===== config.mk =====
export PLATFORM = sky130hd
export DESIGN_NAME = ahb_slave_mux
export DESIGN_NICKNAME = d
export VERILOG_FILES = /design/src/rtl/ahb_slave_mux.sv
export SDC_FILE = /design/constraint.sdc
export NUM_CORES = 1
export LEC_CHECK = 0
export ABC_AREA = 0
export CORE_ASPECT_RATIO = 0.5
export CORE_MARGIN = 3
export CORE_UTILIZATION = 40
export DETAILED_ROUTE_END_ITERATION = 10
export DONT_BUFFER_PORTS = 1
export SYNTH_ARGS = -nofsm -noshare
export SYNTH_HDL_FRONTEND = slang
export SYNTH_SLANG_ARGS = --single-unit
export TNS_END_PERCENT = 1

===== constraint.sdc =====
create_clock -name HCLK -period 2.7 [get_ports HCLK]
set_input_delay 0.27 -clock HCLK [delete_from_list [all_inputs] [get_ports HCLK]]
set_output_delay 0.27 -clock HCLK [all_outputs]
set_load 0.03 [all_outputs]

===== src/rtl/ahb_slave_mux.sv =====
// AHB data-phase response multiplexer with a built-in default slave that answers
// unmapped active transfers with a two-cycle ERROR and counts them (saturating).
module ahb_slave_mux #(
    parameter int NUM_SLV = 4,
    parameter int DATA_W  = 32,
    parameter int CNT_W   = 8
) (
    input  logic                      HCLK,
    input  logic                      HRESET,
    input  logic [NUM_SLV-1:0]        HSELx,
    input  logic [1:0]                HTRANS,
    input  logic [NUM_SLV*DATA_W-1:0] HRDATA_S,
    input  logic [NUM_SLV-1:0]        HREADYOUT_S,
    input  logic [NUM_SLV-1:0]        HRESP_S,
    input  logic                      ERR_CLR,
    output logic [DATA_W-1:0]         HRDATA,
    output logic                      HREADY,
    output logic                      HRESP,
    output logic [CNT_W-1:0]          ERR_CNT
);

    typedef enum logic [1:0] {
        DS_IDLE = 2'd0,
        DS_ERR1 = 2'd1,
        DS_ERR2 = 2'd2
    } ds_state_t;

    // An all-zero data-phase select means the default slave owns the data phase.
    logic [NUM_SLV-1:0] dsel_reg;
    logic               dact_reg;
    ds_state_t          state_reg;
    ds_state_t          state_next;
    logic [CNT_W-1:0]   err_cnt_reg;

    logic [NUM_SLV-1:0] asel;
    logic               sel_onehot;
    logic               asel_dflt;
    logic               trans_active;
    logic               dsel_dflt;
    logic               enter_err1;
    logic               dflt_hready;
    logic               dflt_hresp;
    logic [DATA_W-1:0]  data_masked [NUM_SLV];
    logic [DATA_W-1:0]  slv_rdata;
    logic               slv_ready;
    logic               slv_resp;

    // Zero or multiple selects both fall back to the default slave.
    assign sel_onehot   = (HSELx != '0) && ((HSELx & (HSELx - 1'b1)) == '0);
    assign asel         = sel_onehot ? HSELx : '0;
    assign asel_dflt    = !sel_onehot;
    assign trans_active = (HTRANS == 2'b10) || (HTRANS == 2'b11);
    assign dsel_dflt    = (dsel_reg == '0);

    genvar gi;
    generate
        for (gi = 0; gi < NUM_SLV; gi++) begin : g_mask
            assign data_masked[gi] = HRDATA_S[gi*DATA_W +: DATA_W] & {DATA_W{dsel_reg[gi]}};
        end
    endgenerate

    always_comb begin
        slv_rdata = '0;
        for (int i = 0; i < NUM_SLV; i++) begin
            slv_rdata = slv_rdata | data_masked[i];
        end
        slv_ready = |(dsel_reg & HREADYOUT_S);
        slv_resp  = |(dsel_reg & HRESP_S);
    end

    assign dflt_hready = (state_reg != DS_ERR1);
    assign dflt_hresp  = dact_reg && ((state_reg == DS_ERR1) || (state_reg == DS_ERR2));

    assign HRDATA  = slv_rdata;
    assign HREADY  = dsel_dflt ? dflt_hready : slv_ready;
    assign HRESP   = dsel_dflt ? dflt_hresp  : slv_resp;
    assign ERR_CNT = err_cnt_reg;

    always_comb begin
        state_next = state_reg;
        case (state_reg)
            DS_IDLE: if (HREADY && asel_dflt && trans_active) state_next = DS_ERR1;
            DS_ERR1: state_next = DS_ERR2;
            DS_ERR2: state_next = (HREADY && asel_dflt && trans_active) ? DS_ERR1 : DS_IDLE;
            default: state_next = DS_IDLE;
        endcase
    end

    assign enter_err1 = (state_next == DS_ERR1) && (state_reg != DS_ERR1);

    always_ff @(posedge HCLK or posedge HRESET) begin
        if (HRESET) begin
            dsel_reg    <= '0;
            dact_reg    <= 1'b0;
            state_reg   <= DS_IDLE;
            err_cnt_reg <= '0;
        end else begin
            if (HREADY) begin
                dsel_reg <= asel;
                dact_reg <= trans_active;
            end
            state_reg <= state_next;
            if (ERR_CLR) begin
                err_cnt_reg <= '0;
            end else if (enter_err1 && (err_cnt_reg != {CNT_W{1'b1}})) begin
                err_cnt_reg <= err_cnt_reg + 1'b1;
            end
        end
    end

endmodule

After elaboration in Yosys (flattened, before gate mapping) --
Index checks and enable logic that the tools add are counted. Widths: inputs -> output; s select.
Operators by class: $add $sub $neg 2, equal/unequal tests 7, multiplexer cells 8, bitwise operators 10, reductions and logical operators 16
Operators with widths (count):
- $and 32x32->32 | 4
- $or 32x32->32 | 3
- $mux 8 | 2
- $and 4x4->4 | 3
- $add 8x1->8 const B | 1
- $logic_not 4->1 | 2
- $ne 8x8->1 const B | 1
- $reduce_or 4->1 | 2
- $eq 2x2->1 const B | 3
- $logic_and 1x1->1 | 6
- $pmux 2 s3 | 1
- $eq 2x1->1 const B | 2
- $mux 4 | 1
- $reduce_bool 4->1 | 1
- $sub 4x1->4 const B | 1
- $mux 1 | 3
- $logic_not 2->1 | 1
- $logic_or 1x1->1 | 2
- $mux 2 | 1
- $ne 2x1->1 const B | 1
- $reduce_bool 2->1 | 1
- $logic_not 1->1 | 1
Word-level totals: register bits after elaboration 15, bits of input ports 145, output and inout bits 42, logic and storage cells 47

Longest topological paths before layout --
Gate-level depths: netlist of the first run.
depth after elaboration 14, depth in mapped cells 7, gate-level depth less buffers 7

Worst setup path before layout of the first run --
No wires, ideal clock.
kind flip-flop to flip-flop, start reg dsel_reg[2], end reg err_cnt_reg[7] (netlist: ERR_CNT[7]), setup time 0.125 ns, data arrival time 2.268 ns, required time 2.575 ns, setup slack 0.307 ns, cell stages (with the launch flop) 8, path buffers 2, period minus slack after synthesis 2.393 ns, cells stage by stage dfrtp_1 buf_6 or4_4 and3_4 buf_6 o31a_1 nor4_1 mux2_2
Between the ends: longest elaborated chain between the ends 11, elaborated cells between the ends (all ways) 13, those cells by class eq/ne (1); mux (4); bitwise (1); reduce/logical (7)
RTL lines:
- start, declared | RTL line 29 | logic [NUM_SLV-1:0] dsel_reg;
- start signal, assigned | RTL line 99 | dsel_reg <= asel;
- $and 4x4->4 | RTL line 67 | slv_ready = |(dsel_reg & HREADYOUT_S);
- $reduce_or 4->1 | RTL line 67
- $mux 1 * | RTL line 75 | assign HREADY = dsel_dflt ? dflt_hready : slv_ready;
- $logic_and 1x1->1 * (2 in a row) | RTL line 82, 84
- $mux 1 or $mux 2 (tied branches) | RTL line 84, 82
- $pmux 2 s3 * | RTL line 81 | case (state_reg)
- $eq 2x1->1 * | RTL line 89 | assign enter_err1 = (state_next == DS_ERR1) && (state_reg != DS_ERR1);
- $logic_and 1x1->1 * | RTL line 89
- $logic_and 1x1->1 * | RTL line 105 | end else if (enter_err1 && (err_cnt_reg != {CNT_W{1'b1}})) begin
- $reduce_bool 2->1 (no line) *
- end signal, assigned | RTL line 106 | err_cnt_reg <= err_cnt_reg + 1'b1;
- end, declared | RTL line 33 | logic [CNT_W-1:0] err_cnt_reg;
Every way passes the cells marked *; elsewhere a longest branch is shown, timed or not. A chain may end at the register's enable or synchronous reset.

Worst setup path in the final report of the first run --
Ends and elaborated chain as after synthesis.

==> results of run 1 <==
cell type report:
type,count,area (um2),share of cell area
Tap cell,51,63.8,0.0383
Clock buffer,4,45.0,0.0270
Inverter,6,22.5,0.0135
Multi-Input combinational cell,174,1110,0.667
Sequential cell,15,375,0.225
Timing Repair Buffer,6,47.5,0.0285
per-stage QoR:
step | cells | cell area, um2
2_1_floorplan | 213 | 1600
3_3_place_gp | 251 | 1610
3_5_place_dp | 251 | 1610
5_1_grt | 256 | 1670
6_report | 256 | 1670
4_1_cts | 256 | 1670
cells in the final DEF (no fill, tap or decap):
master / instances
a21o_1: 1
o21ai_0: 9
o41ai_1: 1
a31o_2: 1
and3_4: 1
nand4_1: 3
o31ai_1: 3
a21oi_1: 7
nor2b_1: 2
nand4b_1: 1
o31a_1: 1
clkbuf_1: 1
o311ai_0: 1
clkbuf_8: 3
or4b_2: 2
o21ai_1: 1
o21a_1: 1
mux2_2: 2
ha_1: 6
buf_4: 5
or3_1: 1
nand3_1: 6
nor3_1: 1
a22oi_1: 68
nor4_1: 3
nor2_1: 5
xnor2_1: 1
inv_1: 6
or4_4: 1
or4_1: 2
dlygate4sd3_1: 1
nand2_1: 43
dfrtp_1: 15
cell families after synthesis:
group	after synthesis
compound gates	94
simple gates	71
buf+inv	24
flops	15
fa+ha+maj	6
mux	2
xor+xnor	1
where the power goes:
| part | internal, mW | leakage, nW | switching, mW |
|---|---|---|---|
| logic | 0.251 | 0.469 | 0.790 |
| clock network | 0.104 | 0.0228 | 0.0773 |
| registers | 0.264 | 0.204 | 0.0546 |
worst reg2reg max path: stages, from the launching register on:
cell,delay (ns)
dfrtp_1,0.37
or4_4,0.53
and3_4,0.20
o31a_1,0.40
nor4_1,0.35
mux2_2,0.37
metal layers:
| layer | GRT usage | part of all wire | vias to the layer above |
|---|---|---|---|
| li1 | - | - | 816 |
| met1 | 0.255 | 0.41 | 803 |
| met2 | 0.340 | 0.49 | 72 |
| met3 | 0.0584 | 0.10 | 2 |
| met4 | 0.0383 | 0.0018 | 0 |
| met5 | 0 | 0 | - |
Yosys cell counts:
library cell  instances  area (um2)
nor3_1                1        5.00
or3_1                 1        6.26
or4_4                 1        11.3
dfrtp_1              15         375
nand4_1               3        18.8
ha_1                  6        75.1
nand2_1              43         161
clkbuf_1              9        33.8
or4_1                 2        15.0
o21ai_0               9        45.0
o21a_1                1        7.51
mux2_2                2        22.5
buf_1                 5        18.8
xnor2_1               1        8.76
a21oi_1               7        35.0
inv_1                 6        22.5
o41ai_1               1        8.76
a31o_2                1        8.76
nor4_1                3        18.8
a22oi_1              68         510
buf_6                 2        22.5
nand4b_1              1        8.76
nor2_1                5        18.8
nand3_1               6        30.0
o31ai_1               3        22.5
o21ai_1               1        5.00
or4b_2                2        20.0
and3_4                1        11.3
nor2b_1               2        12.5
o311ai_0              1        8.76
a21o_1                1        7.51
buf_2                 2        10.0
o31a_1                1        8.76
how the worst max path moves through the flow:
stage,endpoint,slack (ns),cells after the start
after floorplan,ERR_CNT[7],0.31,7
after global placement,ERR_CNT[7],0.41,5
after detailed placement,ERR_CNT[7],0.39,5
after CTS,ERR_CNT[7],0.38,5
after global routing,ERR_CNT[7],0.25,5
final,ERR_CNT[7],0.37,5
timing repair:
action / CTS / global route
buffers inserted: 0 / 0
hold endpoints to repair: 15 / 0
hold buffers: 1 / 0
==> qor.txt, run 1 <==
SYNTHESIS
--------------------------------------------------------------------------------------------------
Summed instance area of the synthesized netlist                                        0.00160 mm2
Combinational family with the most area after synthesis                               compound AO/OA/AOI/OAI gates
Simple-gate share of the synthesized area                                                    0.212
Post-Synthesis Cells                                                                           213
Sequential fraction of the synthesis area                                                    0.235
Compound-Gate Fraction of Synth Area                                                         0.419
Share of cell area taken by muxes after synthesis                                           0.0141
YS warnings                                                                                      0
Post-Synthesis Net Count                                                                       364
Xor and xnor area share after synthesis                                                    0.00549
Register bit count reported by yosys                                                            15
Adder-Cell Fraction of Synth Area                                                           0.0471
Mean area per synthesized cell                                                            7.49 um2
Post-synthesis cell type count                                                                  33

STA
--------------------------------------------------------------------------------------------------
Final max-slew violation count                                                                   0
Worst Hold Margin                                                                        0.0771 ns
RSZ-0062 raised after global routing                                                            no
Worst relative slew slack                                                                    0.401
Hold violation total from the final report                                                       0
Post-layout worst setup margin                                                            0.372 ns
Highest clock rate                                                                         429 MHz
Number of endpoints failing setup at the final stage                                             0
Clock period minus worst slack                                                             2.33 ns
Worst-Margin Slew                                                                         0.887 ns
Setup total negative slack                                                                    0 ns
Final clock period utilization by the worst path                                             0.862
Clock skew after layout                                                                0.000380 ns

MIN PATH
--------------------------------------------------------------------------------------------------
Cell depth of the worst hold path                                                                1
Destination of the worst hold path                                                      ERR_CNT[1]
Worst min-delay path class                                                            primary input to register
Hold Path Origin                                                                           ERR_CLR

LAYOUT
--------------------------------------------------------------------------------------------------
Relative area change from synthesis to final layout                                          4.47%
Flip-flop count of the largest register, all copies and words added                              8
Layout net count                                                                               357
Fraction of final layout cells sized beyond drive strength 1                                0.0732
# diodes                                                                                         0
Fill count                                                                                     375
Final core area utilization                                                                  0.460

DIE
--------------------------------------------------------------------------------------------------
Chip Width                                                                                 95.3 um
Starting density of the core                                                                 0.440
Core region area                                                                       0.00362 mm2
Number of rows in the core area                                                                 15
Floorplan die area                                                                     0.00483 mm2
DIE HEIGHT                                                                                 50.7 um
I/O pins                                                                                       187

GLOBAL ROUTE
--------------------------------------------------------------------------------------------------
Vias in the first global route                                                                1577
Wire length of the first global-routing pass                                               7.68 mm
Initial antenna violation count                                                                  0
Congestion Overflow GR                                                                           0
Total Routing Usage GR                                                                       0.201
Largest net degree at the start of global routing                                               37

ROUTING
--------------------------------------------------------------------------------------------------
Total number of vias                                                                          1693
Post-detailed-route via-to-cell ratio                                                         6.61
Wirelength per Cell                                                                        22.0 um
Pre-Repair DR Iteration Count                                                                    5
WL final                                                                                   5.63 mm
Remaining design rule violation count                                                            0
Antenna-violating nets left                                                                      0
Starting DRC count in detailed routing                                                         108

SETUP PATH
--------------------------------------------------------------------------------------------------
Worst path top cell family by delay                                                   simple AND/OR/NAND/NOR gates
CP startpoint kind                                                                        register
Highest fanout seen on the critical path                                                         9
Maximum single-stage delay on the critical path                                            0.53 ns
Slack of the worst reg-to-reg path                                                         0.37 ns
Data arrival, critical path                                                                2.46 ns
RR Endpoint                                                                             ERR_CNT[7]
Number of buffer and inverter stages on the critical path                                        0
Cell at the slowest stage of the critical path                                               or4_4
CP cell instances                                                                     or4_4 > and3_4 > o31a_1 > nor4_1 > mux2_2
Number of cells traversed by the worst register-to-register path                                 5
Kind of critical path                                                                 register to register
Worst EP required                                                                          2.83 ns
Element type at the critical path end                                                     register
CP Launch Point                                                                        dsel_reg[2]
Worst r2r src                                                                          dsel_reg[2]

CLOCK TREE
--------------------------------------------------------------------------------------------------
Number of instances resized during post-cts repair                                               0
CTS max path bufs                                                                                2
Num CTS Buffers                                                                                  3
Root Driver                                                                               clkbuf_8
Clk_lat worst skew                                                                         0.25 ns
H-tree Lvls                                                                                      1
CTS Sinks                                                                                       15
Clock transition time at the flip-flop clock pins of the worst setup and hold paths        0.06 ns
TritonCTS clock tree                                                                         built

FLOW RUN
--------------------------------------------------------------------------------------------------
Total of max-cap violations                                                                      0

PLACED DESIGN
--------------------------------------------------------------------------------------------------
Setup WS pre-CTS                                                                          0.388 ns
Final weighted congestion in routability-driven placement                                    0.772
Half-perimeter wire length after placement                                                 4.39 mm
Number of port buffers                                                                           0

OUTCOME
--------------------------------------------------------------------------------------------------
Run status                                                                            finished clean

POWER AND IR DROP
--------------------------------------------------------------------------------------------------
Pleak                                                                                     0.695 nW
Design Power                                                                               1.54 mW
Worst VDD drop                                                                          0.000469 V
Areal power density over the cells                                                      925 mW/mm2

(Power assumes the default switching activity.)
==> run 2: changes to the inputs <==
--- a/config.mk
+++ b/config.mk
@@ -11,6 +11,7 @@
 export CORE_UTILIZATION = 40
 export DETAILED_ROUTE_END_ITERATION = 10
 export DONT_BUFFER_PORTS = 1
+export SKIP_LAST_GASP = 1
 export SYNTH_ARGS = -nofsm -noshare
 export SYNTH_HDL_FRONTEND = slang
 export SYNTH_SLANG_ARGS = --single-unit
==> constraint.sdc (replaced) <==
create_clock -name HCLK -period 2.7 [get_ports HCLK]
set_input_delay 0.27 -clock HCLK [delete_from_list [all_inputs] [get_ports HCLK]]
set_output_delay 0.27 -clock HCLK [all_outputs]
set_load 0.005 [all_outputs]
==> run 2 against run 1 <==
Sequential power fell by 6%. Count of clock-buffer cells in the layout stayed put. Largest cell class unchanged. Critical path depth stayed put. Power down 23%. Final cell count did not move. Critical path type unchanged. Hold slack better by 0.0012 ns. Design area stayed put. Die area did not move. Global-route usage increased by 0.089 points. Flip-flop and latch count stayed put.
==> qor.txt, run 2 (synthesized netlist as in run 1, its figures left out) <==
STA
--------------------------------------------------------------------------------------------------
Final max-slew violation count                                                                   0
Final clock period utilization by the worst path                                             0.863
Worst-Margin Slew                                                                         0.865 ns
Clock period minus worst slack                                                             2.33 ns
Hold violation total from the final report                                                       0
Worst Hold Margin                                                                        0.0783 ns
Clock skew after layout                                                                 0.00309 ns
Worst relative slew slack                                                                    0.416
RSZ-0062 raised after global routing                                                            no
Number of endpoints failing setup at the final stage                                             0
Highest clock rate                                                                         429 MHz
Setup total negative slack                                                                    0 ns

LAYOUT
--------------------------------------------------------------------------------------------------
Relative area change from synthesis to final layout                                          4.47%
Number of standard cells in the layout, taps in and fillers out                                256
Flip-flop count of the largest register, all copies and words added                              8
# diodes                                                                                         0
Leading cell type in the layout, fill and taps excluded                                    a22oi_1
Total non-filler cell area in the finished layout                                      0.00167 mm2
Fraction of final layout cells sized beyond drive strength 1                                0.0732
Top library cells by usage in the layout, fill and taps aside                         a22oi_1, nand2_1, dfrtp_1
Fill count                                                                                     374
Layout net count                                                                               357

GLOBAL ROUTE
--------------------------------------------------------------------------------------------------
Vias in the first global route                                                                1509
Initial antenna violation count                                                                  0
Congestion Overflow GR                                                                           0
Total Routing Usage GR                                                                       0.202
Largest net degree at the start of global routing                                               37
Wire length of the first global-routing pass                                               7.78 mm

CLOCK TREE
--------------------------------------------------------------------------------------------------
CTS max path bufs                                                                                2
Root Driver                                                                               clkbuf_8
Number of instances resized during post-cts repair                                               0
CTS Sinks                                                                                       15
Buffer count from post-CTS setup fixing                                                          0
H-tree Lvls                                                                                      1
Hold buffer count at CTS                                                                         1
Clock transition time at the flip-flop clock pins of the worst setup and hold paths        0.06 ns
Clk_lat worst skew                                                                         0.24 ns
Num CTS Buffers                                                                                  3
TritonCTS clock tree                                                                         built

ROUTING
--------------------------------------------------------------------------------------------------
Remaining design rule violation count                                                            0
Antenna-violating nets left                                                                      0
Total number of vias                                                                          1727
WL final                                                                                   5.63 mm
Wirelength per Cell                                                                        22.0 um
Post-detailed-route via-to-cell ratio                                                         6.75
Pre-Repair DR Iteration Count                                                                    5
Starting DRC count in detailed routing                                                         126

DIE
--------------------------------------------------------------------------------------------------
DIE HEIGHT                                                                                 50.7 um
Chip Width                                                                                 95.3 um
I/O pins                                                                                       187
Floorplan die area                                                                     0.00483 mm2
Starting density of the core                                                                 0.440
Core region area                                                                       0.00362 mm2
Number of rows in the core area                                                                 15

SETUP PATH
--------------------------------------------------------------------------------------------------
Slack of the worst reg-to-reg path                                                         0.37 ns
Data arrival, critical path                                                                2.46 ns
Highest fanout seen on the critical path                                                         9
RR Endpoint                                                                             ERR_CNT[7]
Worst EP required                                                                          2.83 ns
Element type at the critical path end                                                     register
Kind of critical path                                                                 register to register
Number of cells traversed by the worst register-to-register path                                 5
Worst r2r src                                                                          dsel_reg[2]
CP startpoint kind                                                                        register

PLACED DESIGN
--------------------------------------------------------------------------------------------------
Number of port buffers                                                                           0
Final weighted congestion in routability-driven placement                                    0.771
Placed Cells                                                                                   251
Half-perimeter wire length after placement                                                 4.41 mm
Cell Area, Placed                                                                      0.00161 mm2

POWER AND IR DROP
--------------------------------------------------------------------------------------------------
Design Power                                                                               1.19 mW
Worst VDD drop                                                                          0.000415 V
Pleak                                                                                     0.695 nW
Areal power density over the cells                                                      716 mW/mm2

FLOW RUN
--------------------------------------------------------------------------------------------------
Total of max-cap violations                                                                      0

OUTCOME
--------------------------------------------------------------------------------------------------
Run status                                                                            finished clean

MIN PATH
--------------------------------------------------------------------------------------------------
Cell depth of the worst hold path                                                                1
Destination of the worst hold path                                                      ERR_CNT[1]
Hold Path Origin                                                                           ERR_CLR
Worst min-delay path class                                                            primary input to register

## run 2: cell counts in the layout (fill, tap and decap cells not counted)
No cell type changed its count.
## run 2: how the worst max path moves through the flow
stage | slack [ns] | depth (start not counted) | startpoint | endpoint
after floorplan | 0.31 | 7 | dsel_reg[2] | ERR_CNT[7]
after global placement | 0.41 | 5 | dsel_reg[2] | ERR_CNT[7]
after detailed placement | 0.36 | 5 | dsel_reg[2] | ERR_CNT[7]
after CTS | 0.36 | 5 | dsel_reg[2] | ERR_CNT[7]
after global routing | 0.24 | 7 | state_reg[0] | ERR_CNT[7]
final | 0.37 | 5 | dsel_reg[2] | ERR_CNT[7]
## run 2: final cells by class
type / instances / area [um2] / share of cell area
well taps: 51 / 63.8 / 0.0383
inverters: 6 / 22.5 / 0.0135
multi-input cells: 174 / 1110 / 0.667
clock buffers: 4 / 45.0 / 0.0270
repair buffers: 6 / 47.5 / 0.0285
flip-flops and latches: 15 / 375 / 0.225
## run 2: where the power goes
group / internal (mW) / switching, mW
Sequential: 0.265 / 0.0366
Clock: 0.104 / 0.0741
Combinational: 0.251 / 0.462
## run 2: per-stage QoR
step / worst slack (ns) / util
after floorplan: 0.307 / -
after global placement: 0.411 / 0.445
after detailed placement: 0.363 / 0.445
after CTS: 0.359 / 0.460
after global routing: 0.244 / 0.460
final: 0.371 / 0.460
## run 2: per-layer routing
layer / track usage / wire length [um] / vias to the layer above
li1: - / - / 811
met1: 0.285 / 2140 / 805
met2: 0.305 / 2770 / 105
met3: 0.0704 / 683 / 6
met4: 0.0191 / 26 / 0
met5: 0 / 0 / -
## run 2: worst max-delay path: stages, from the launching register on
cell,delay (ns)
dfrtp_1,0.38
or4_4,0.54
and3_4,0.20
o31a_1,0.40
nor4_1,0.33
mux2_2,0.37
